===== config.mk =====
export PLATFORM = sky130hd
export DESIGN_NAME = scan_mux_reg
export DESIGN_NICKNAME = d
export VERILOG_FILES = /design/src/rtl/scan_mux_pkg.sv /design/src/rtl/scan_mux_reg_mux_n_to_1.sv /design/src/rtl/scan_mux_reg.sv
export SDC_FILE = /design/constraint.sdc
export NUM_CORES = 1
export LEC_CHECK = 0
export BUFFER_PORTS_ARGS = -buffer_cell sky130_fd_sc_hd__buf_2
export CORE_AREA = 2 2 211 213
export CTS_CLUSTER_SIZE = 28
export DETAILED_ROUTE_END_ITERATION = 10
export DIE_AREA = 0 0 213 215
export GPL_TIMING_DRIVEN = 0
export PLACE_DENSITY = 0.4
export SLEW_MARGIN = 20
export SYNTH_ARGS = -nofsm -noshare
export SYNTH_HDL_FRONTEND = slang
export SYNTH_HIERARCHICAL = 1
export SYNTH_SLANG_ARGS = --single-unit

===== constraint.sdc =====
create_clock -name clk -period 4.1 [get_ports clk]
set_input_delay 0.82 -clock clk [delete_from_list [all_inputs] [get_ports clk]]
set_output_delay 0.82 -clock clk [all_outputs]
set_load 0.05 [all_outputs]

===== src/rtl/scan_mux_pkg.sv =====
// scan_mux_pkg: shared state encoding and select-width helper for scan_mux_reg
package scan_mux_pkg;

    typedef enum logic [1:0] {IDLE, SCAN, DRAIN} state_t;

    function automatic int sel_width(input int n);
        return (n > 1) ? $clog2(n) : 1;
    endfunction

endpackage


===== src/rtl/scan_mux_reg_mux_n_to_1.sv =====
// mux_n_to_1: combinational N-to-1 word mux, zero for out-of-range selects
module mux_n_to_1 #(
    parameter int WIDTH = 16,
    parameter int N     = 32,
    parameter int SEL_W = $clog2(N)
) (
    input  logic [N*WIDTH-1:0] din,
    input  logic [SEL_W-1:0]   sel,
    output logic [WIDTH-1:0]   y
);

    always_comb begin
        y = '0;
        for (int i = 0; i < N; i++)
            if (sel == SEL_W'(i)) y = din[i*WIDTH +: WIDTH];
    end

endmodule


===== src/rtl/scan_mux_reg.sv =====
// scan_mux_reg: registered N-to-1 mux with valid/ready output and automatic index scan
module scan_mux_reg
    import scan_mux_pkg::*;
#(
    parameter int WIDTH = 16,
    parameter int N     = 32,
    parameter int SEL_W = sel_width(N)
) (
    input  logic               clk,
    input  logic               rst,
    input  logic [N*WIDTH-1:0] din,
    input  logic [SEL_W-1:0]   sel,
    input  logic               mode,
    input  logic               start,
    output logic [WIDTH-1:0]   d,
    output logic [SEL_W-1:0]   d_idx,
    output logic               d_valid,
    input  logic               d_ready,
    output logic               busy,
    output logic               done
);

    state_t           state;
    logic [SEL_W-1:0] idx;
    logic [SEL_W-1:0] mux_sel;
    logic [WIDTH-1:0] y;
    logic             pend;
    logic             free;

    assign free    = !d_valid || d_ready;
    assign busy    = (state != IDLE);
    assign mux_sel = (state == IDLE) ? (mode ? '0 : sel) : idx;

    mux_n_to_1 #(.WIDTH(WIDTH), .N(N), .SEL_W(SEL_W)) u_mux (
        .din (din),
        .sel (mux_sel),
        .y   (y)
    );

    always_ff @(posedge clk) begin
        done <= 1'b0;
        if (rst) begin
            state   <= IDLE;
            idx     <= '0;
            pend    <= 1'b0;
            d       <= '0;
            d_idx   <= '0;
            d_valid <= 1'b0;
        end else begin
            case (state)
                IDLE: begin
                    if (!mode) begin
                        pend <= 1'b0;
                        if (free) begin
                            d       <= y;
                            d_idx   <= sel;
                            d_valid <= 1'b1;
                        end
                    end else if (start || pend) begin
                        // a start seen while the slot is busy waits here until the beat drains
                        if (free) begin
                            d       <= y;
                            d_idx   <= '0;
                            d_valid <= 1'b1;
                            idx     <= SEL_W'(1);
                            pend    <= 1'b0;
                            state   <= SCAN;
                        end else begin
                            pend <= 1'b1;
                        end
                    end else if (d_ready) begin
                        d_valid <= 1'b0;
                    end
                end
                SCAN: begin
                    if (free) begin
                        d       <= y;
                        d_idx   <= idx;
                        d_valid <= 1'b1;
                        if (idx == SEL_W'(N - 1)) state <= DRAIN;
                        else idx <= idx + 1'b1;
                    end
                end
                DRAIN: begin
                    if (d_ready) begin
                        d_valid <= 1'b0;
                        done    <= 1'b1;
                        idx     <= '0;
                        state   <= IDLE;
                    end
                end
                default: state <= IDLE;
            endcase
        end
    end

endmodule


==> results by group, run 1 <==
Setup path
  – CP required: 4.31 ns
  – CP dominant cell by count: a21oi_1
  – CP max stage cell: or4_1
  – Largest stage delay on the critical path: 0.63 ns
  – Worst EP arrival: 4.26 ns
  – Crit path cell chain: inv_1 > ha_1 > buf_4 > clkbuf_4 > nand3b_1 > o21ai_4 > buf_6 > inv_2 > a221oi_1 > or4_1 > a21oi_1 > o21ai_1 > a211oi_4 > nand2_1 > a21oi_1
  – Critical path capture point type: register
  – Crit Path Max Fanout: 10
  – Startpoint Class: register
  – WS Path Type: register to register
  – Worst Reg-to-Reg Cells: 15

Final layout
  – P&R area growth vs syn: 51.5%
  – Fillers: 5072
  – Design Area, Final: 0.0116 mm^2
  – Final Core Density: 0.265
  – Share of layout cells above drive strength 1: 0.462
  – Final Non-Filler Cells: 2239
  – Layout Nets: 2164

GRT
  – GRT busiest layer: met2
  – GRT Overall Usage: 0.334
  – First-pass GRT wire length: 105000 um
  – Met3 GRT Util: 0.0542
  – GRT Residual Overflow: 0
  – Global Route met2 Usage: 0.550
  – Largest net degree at the start of global routing: 20
  – Vias in the first global route: 12751
  – Initial antenna violation count: 13
  – Grt met1 use: 0.423

Route
  – DR WL/cell: 35.7 um
  – Detail Route Antenna Nets: 0
  – DRC Markers: 0
  – First-pass DRT Iterations: 5
  – Initial DRC count: 1356
  – Final wirelength: 79800 um
  – Via-per-instance ratio: 5.66
  – Via count: 12673

Placement
  – Input/output buffers: 545
  – Post-DP HPWL: 64100 um
  – Cell area after placement: 0.0111 mm^2
  – Placed cells: 2221
  – RePlAce Congestion: 0.952

CTS
  – Clock sink total: 31
  – Max clock buf depth: 2
  – CTS Buf Count: 5
  – Htree depth: 2
  – Worst skew pair latency: 0.28 ns
  – Clock slew seen by the registers of the worst setup and hold paths: 0.06 ns
  – TritonCTS clock tree: done
  – Clk root buf: clkbuf_16
  – Hold_buf cts: 0

Die
  – Die height: 215 um
  – I/O pins: 546
  – Total die area: 0.0458 mm^2
  – DIE WIDTH: 213 um
  – Initial Util: 0.175
  – Core outline area: 0.0436 mm^2
  – FP Rows: 77

Timing
  – Worst slew pin tran: 0.848 ns
  – Fmax: 247 MHz
  – Final Skew: 0.00876 ns
  – Max Transition Viols Final: 0
  – Final Hold Viols: 0
  – Final min period: 4.05 ns
  – Final Setup Violations: 0
  – TNS Setup: 0 ns
  – Hold Slack: 0.457 ns
  – Max_slew headroom: 0.435
  – Crit share post-route: 0.988

Logic synthesis
  – Mapped Nets: 1613
  – YS warnings: 6
  – Main synth FF type: dfxtp_1
  – Post-synthesis area per instance: 7.04 um^2
  – Synth area leaders: dfxtp_1 8.1%, a21oi_1 7.7%, mux2i_1 7.5%
  – Mapped Area: 0.00763 mm^2
  – Synth unique cells: 85
  – Number of flops mapped to enable cells by yosys: 0
  – Sequential area share after synthesis: 0.0814
  – Largest area contributor in the netlist: dfxtp_1
  – Synth Register Bits: 31
  – Post-synth ARST share: 0
  – Post-synth top area share: 0.0814
  – Cells after Synth: 1084

Worst hold path
  – Worst hold path cell count: 2
  – HP Class: register to register

Job
  – Maxcap violations: 0

Pwr
  – PD cells: 263 mW/mm^2
  – Leak: 5.03 nW
  – Max VDD drop: 0.138 mV

Run status
  – Status: completed
metrics by stage:
stage / total power, mW / worst slack (ns)
after global routing: 3.12 / -0.0189
after global placement: 2.53 / -1.33
after CTS: 2.95 / -0.0426
after floorplan: 1.45 / 1.06
after detailed placement: 2.53 / -1.33
final: 3.04 / 0.0504
cells in the mapped netlist (23+ instances only):
master    number
nor2_1        63
a211oi_1      25
dfxtp_1       31
mux2_2        35
clkbuf_1      27
mux2i_1       57
o22ai_1       33
a31oi_1       23
nor3_1        26
nand3_1       29
nand2_1      101
buf_4         23
a21oi_1      118
o21ai_0      106
buf_2         50
state kept, by name, indices dropped and copies added, names as in the netlist:
name,count
d,16
d_idx,5
idx,5
state,2
d_valid,1
done,1
pend,1
worst max-delay path, delay by kind of cell, from the launching register on:
kind / cells / cell delay [ns]
and+or+nand+nor: 3 / 0.91
buffers and inverters: 5 / 0.99
DFF: 1 / 0.36
AOI/OAI and AO/OA: 6 / 1.49
adders and majority gates: 1 / 0.20
where the power goes:
| part | switching [mW] | internal [mW] | leakage, nW |
|---|---|---|---|
| combinational | 1.54 | 0.747 | 4.71 |
| sequential | 0.0266 | 0.347 | 0.254 |
| clock | 0.154 | 0.224 | 0.0669 |
| total | 1.72 | 1.32 | 5.03 |
per-layer routing:
layer  up-vias  share of wire
met4         4          0.050
met5         -        0.00028
met1      6281           0.41
met2       856           0.46
met3       180          0.080
li1       5352              -
area by class of cell:
cell class | instances | area (um^2) | share of cell area
tap | 592 | 741 | 0.0641
clock buffer | 6 | 129 | 0.0112
timing repair buffer | 549 | 2780 | 0.241
inverter | 17 | 63.8 | 0.00552
sequential | 31 | 621 | 0.0537
antenna | 11 | 27.5 | 0.00238
multi-input combinational | 921 | 6450 | 0.558
clock inverter | 2 | 12.5 | 0.00108
buffer | 110 | 733 | 0.0634
cells in the final DEF (no fill, tap or decap), drive strengths merged, types with 6 or more instances in the layout:
cell type | synthesis | layout
o32ai | 11 | 11
o2bb2ai | 7 | 7
mux4 | 16 | 16
a211oi | 27 | 27
nor3b | 11 | 11
o21ai | 110 | 110
diode | 0 | 11
mux2 | 35 | 35
nand4 | 6 | 6
inv | 17 | 17
a221oi | 15 | 15
o22ai | 33 | 33
a21o | 17 | 17
nand2 | 102 | 102
o221ai | 11 | 11
a22o | 6 | 6
dfxtp | 31 | 31
nand3b | 12 | 12
a22oi | 21 | 21
nor3 | 26 | 26
o211ai | 9 | 9
nor2 | 65 | 65
nand2b | 14 | 14
a21oi | 119 | 119
clkbuf | 27 | 36
a211o | 7 | 7
o311ai | 6 | 6
buf | 88 | 628
mux2i | 57 | 57
a32o | 6 | 6
ha | 7 | 7
a31oi | 23 | 23
o31ai | 7 | 7
or3 | 7 | 7
nand3 | 29 | 29
nor2b | 13 | 13
a32oi | 12 | 12
worst paths after layout:
path,from,to,slack (ns)
max,state[0],d[7],0.05
min,d[13],d[13],0.46
max reg2reg,state[0],d[7],0.05
min reg2reg,d[13],d[13],0.46
timing repair:
item / 4_1_cts / 5_1_grt
endpoints found under the setup margin: 16 / 16
buffers inserted: 0 / 4
gates resized for setup: 59 / 35
pin swaps: 0 / 4
endpoints found under the hold margin: 0 / 0
kinds of logic after synthesis:
group,after synthesis,share of synthesized area
xor+xnor,1,0.00115
simple gates,317,0.213
mux,108,0.175
flops,31,0.0814
fa+ha+maj,7,0.0115
compound gates,488,0.422
buf+inv,132,0.0964
Power figures use the tool's default switching activity.
==> run 2: changes to the inputs <==
ABC_AREA = 1   (was unset)
CAP_MARGIN = 40   (was unset)
CORE_AREA = 2 2 210 212   (was 2 2 211 213)
DIE_AREA = 0 0 212 214   (was 0 0 213 215)
PLACE_DENSITY = 0.37   (was 0.4)
==> results by group, run 2 <==
Run status
  – Status: completed

Route
  – Final wirelength: 49500 um
  – Via-per-instance ratio: 4.34
  – DRC Markers: 0
  – Initial DRC count: 630
  – DR WL/cell: 20.1 um
  – Detail Route Antenna Nets: 0
  – First-pass DRT Iterations: 5
  – Via count: 10704

CTS
  – Clock slew seen by the registers of the worst setup and hold paths: 0.05 ns
  – Clk root buf: clkbuf_16
  – Hold_buf cts: 0
  – TritonCTS clock tree: done
  – Clock sink total: 31
  – CTS Buf Count: 5
  – Max clock buf depth: 2
  – Worst skew pair latency: 0.28 ns
  – Htree depth: 2

Logic synthesis
  – Xor-xnor portion of the synthesized cell area: 0
  – Post-synth ARST share: 0
  – Largest family of logic cells by synthesized area: simple AND/OR/NAND/NOR gates
  – Most frequent cell after synthesis: nand2_1
  – Adder-cell share of the synthesized area: 0.0141
  – Simple-Gate Fraction of Synth Area: 0.662
  – Post-synth top area share: 0.299
  – Post-synthesis mux area share: 0
  – Post-synthesis area per instance: 4.85 um^2
  – Synth area leaders: nand2_1 30%, nand4_1 12%, dfxtp_1 10%
  – Synth unique cells: 34
  – Sequential area share after synthesis: 0.0996
  – Top cells by count, synth: 496 x nand2_1, 164 x nor2_1, 133 x inv_1
  – YS warnings: 6
  – Main synth FF type: dfxtp_1
  – Cells after Synth: 1284
  – Area fraction in compound gates after synthesis: 0.0907
  – Mapped Nets: 1813
  – Largest area contributor in the netlist: nand2_1
  – Synth Register Bits: 31
  – Mapped Area: 0.00623 mm^2
  – Number of flops mapped to enable cells by yosys: 0

Final layout
  – Highest-count cells in the layout ignoring fill and taps: 551 x buf_2, 454 x nand2_1, 129 x nor2_1, 129 x inv_1, 121 x nand4_1
  – Number of flip-flops in the largest register: 16
  – Fillers: 5148
  – Design Area, Final: 0.0109 mm^2
  – Share of layout cells above drive strength 1: 0.434
  – P&R area growth vs syn: 74.5%
  – Most common cell after layout, fill and taps aside: buf_2
  – Largest Register: d
  – Layout Nets: 2404
  – Biggest regs: d: 16 flops, d_idx: 5 flops, idx: 5 flops

Timing
  – Hold Slack: 0.475 ns
  – Crit share post-route: 0.982
  – Final Skew: 0.00458 ns
  – Worst slew pin tran: 0.790 ns
  – Max Transition Viols Final: 0
  – Final min period: 4.03 ns
  – Final Setup Violations: 0
  – RSZ-0062 raised after global routing: true
  – Final Hold Viols: 0
  – Fmax: 248 MHz
  – Max_slew headroom: 0.470

Setup path
  – CP startpoint: state[0]
  – Worst EP arrival: 4.20 ns
  – CP max stage cell: dfxtp_4
  – CP dominant cell by count: nand4_1
  – R2R Path End: d[5]
  – Worst Reg-to-Reg Cells: 29
  – Crit Path Max Fanout: 7
  – FF-to-FF setup slack: 0.07 ns
  – Startpoint Class: register
  – Worst setup path end: d[5]
  – Critical path capture point type: register
  – Worst r2r src: state[0]
  – CP required: 4.28 ns
  – WS Path Type: register to register
  – Largest stage delay on the critical path: 0.37 ns

Die
  – DIE WIDTH: 212 um
  – FP Rows: 76
  – Total die area: 0.0454 mm^2
  – Die height: 214 um
  – Core outline area: 0.0429 mm^2
  – Initial Util: 0.145
  – I/O pins: 546

GRT
  – GRT Overall Usage: 0.206
  – Vias in the first global route: 10583
  – Initial antenna violation count: 11
  – Largest net degree at the start of global routing: 17
  – First-pass GRT wire length: 69100 um
  – GRT Residual Overflow: 0

Pwr
  – Leak: 5.63 nW
  – Sw Pwr: 2.67 mW
  – Sw Ratio: 0.588
  – Clock share of power: 0.084
  – Combinational power share: 0.808
  – Pint: 1.88 mW
  – Sequential power share: 0.108
  – PD cells: 418 mW/mm^2
  – Max VDD drop: 0.180 mV

Placement
  – Input/output buffers: 545
  – Post-DP HPWL: 43000 um
  – RePlAce Congestion: 0.926
  – Cell area after placement: 0.00970 mm^2

Job
  – Maxcap violations: 0

Worst hold path
  – HP Class: register to register
  – Worst hold path cell count: 2
[run 2: cell types whose count changed after synthesis, sizes merged, moves of 33 or more]
| cell | previous run | this run |
|---|---|---|
| mux2 | 35 | 0 |
| mux2i | 57 | 0 |
| buf | 88 | 21 |
| or2 | 3 | 54 |
| nand3 | 29 | 75 |
| a21oi | 119 | 61 |
| nand2 | 102 | 498 |
| nor2 | 65 | 175 |
| o21ai | 110 | 49 |
| inv | 17 | 147 |
| nand4 | 6 | 121 |
| o22ai | 33 | 0 |
[run 2: routing by layer]
| layer | vias up | GRT usage | part of all wire |
|---|---|---|---|
| li1 | 5298 | - | - |
| met1 | 4864 | 0.246 | 0.41 |
| met2 | 477 | 0.380 | 0.50 |
| met3 | 51 | 0.0432 | 0.076 |
| met4 | 14 | 0.0340 | 0.018 |
| met5 | - | 0 | 0.0019 |
[run 2: how the worst min path moves through the flow]
stage | startpoint | end | slack [ns]
floorplan | pend | pend | 0.46
global placement | d[13] | d[13] | 0.46
detailed placement | d[13] | d[13] | 0.47
CTS | d[13] | d[13] | 0.48
global route | d[13] | d[13] | 0.50
finish | d[13] | d[13] | 0.47
[run 2: stage by stage]
step / setup slack [ns] / total power, mW / utilization / instances / TNS (ns)
after CTS: 0.00328 / 4.22 / 0.238 / 2432 / 0
after floorplan: 0.643 / 2.24 / - / 1284 / 0
final: 0.0737 / 4.55 / 0.254 / 2465 / 0
after detailed placement: -1.49 / 3.64 / 0.226 / 2415 / -19.52
after global routing: -0.110 / 4.88 / 0.254 / 2464 / -0.252
after global placement: -1.40 / 3.63 / 0.226 / 2414 / -18.99
[run 2: area by class of cell]
class                      instances  area [um^2]  share of cell area
buffer                            49          327              0.0300
timing repair buffer             586         3140               0.289
tap                              585          732              0.0673
clock inverter                     1         5.00            0.000460
inverter                         152          594              0.0546
timing repair inverter             1         5.00            0.000460
sequential                        31          628              0.0577
clock buffer                       6          139              0.0128
multi-input combinational       1049         5290               0.486
antenna                            5         12.5             0.00115
[run 2: what timing repair did]
item,4_1_cts,5_1_grt
cloned,0,2
pin swaps,14,89
buffers inserted,11,28
gates resized for setup,88,134
setup endpoints to repair,16,16
[run 2: worst max-delay path, delay by kind of cell, from the launching register on]
family	cells	cell delay (ns)
AND/OR/NAND/NOR	20	2.24
adder cells (fa/ha/maj)	1	0.18
buffers and inverters	6	0.69
AO/OA/AOI/OAI	2	0.42
flip-flops	1	0.37
[run 2: cell families (layout without fill, tap and decap cells)]
group,count (synthesis),after routing
flip-flops,31,31
AO/OA/AOI/OAI,111,111
buffers and inverters,204,795
other,0,5
AND/OR/NAND/NOR,931,931
adder cells (fa/ha/maj),7,7
[run 2: power groups by stage]
stage	Clock, mW	Combinational [mW]	Sequential, mW
global route	0.399	3.98	0.508
detailed placement	0	3.15	0.494
global placement	0	3.14	0.492
finish	0.380	3.68	0.493
floorplan	0	1.42	0.819
CTS	0.389	3.34	0.490
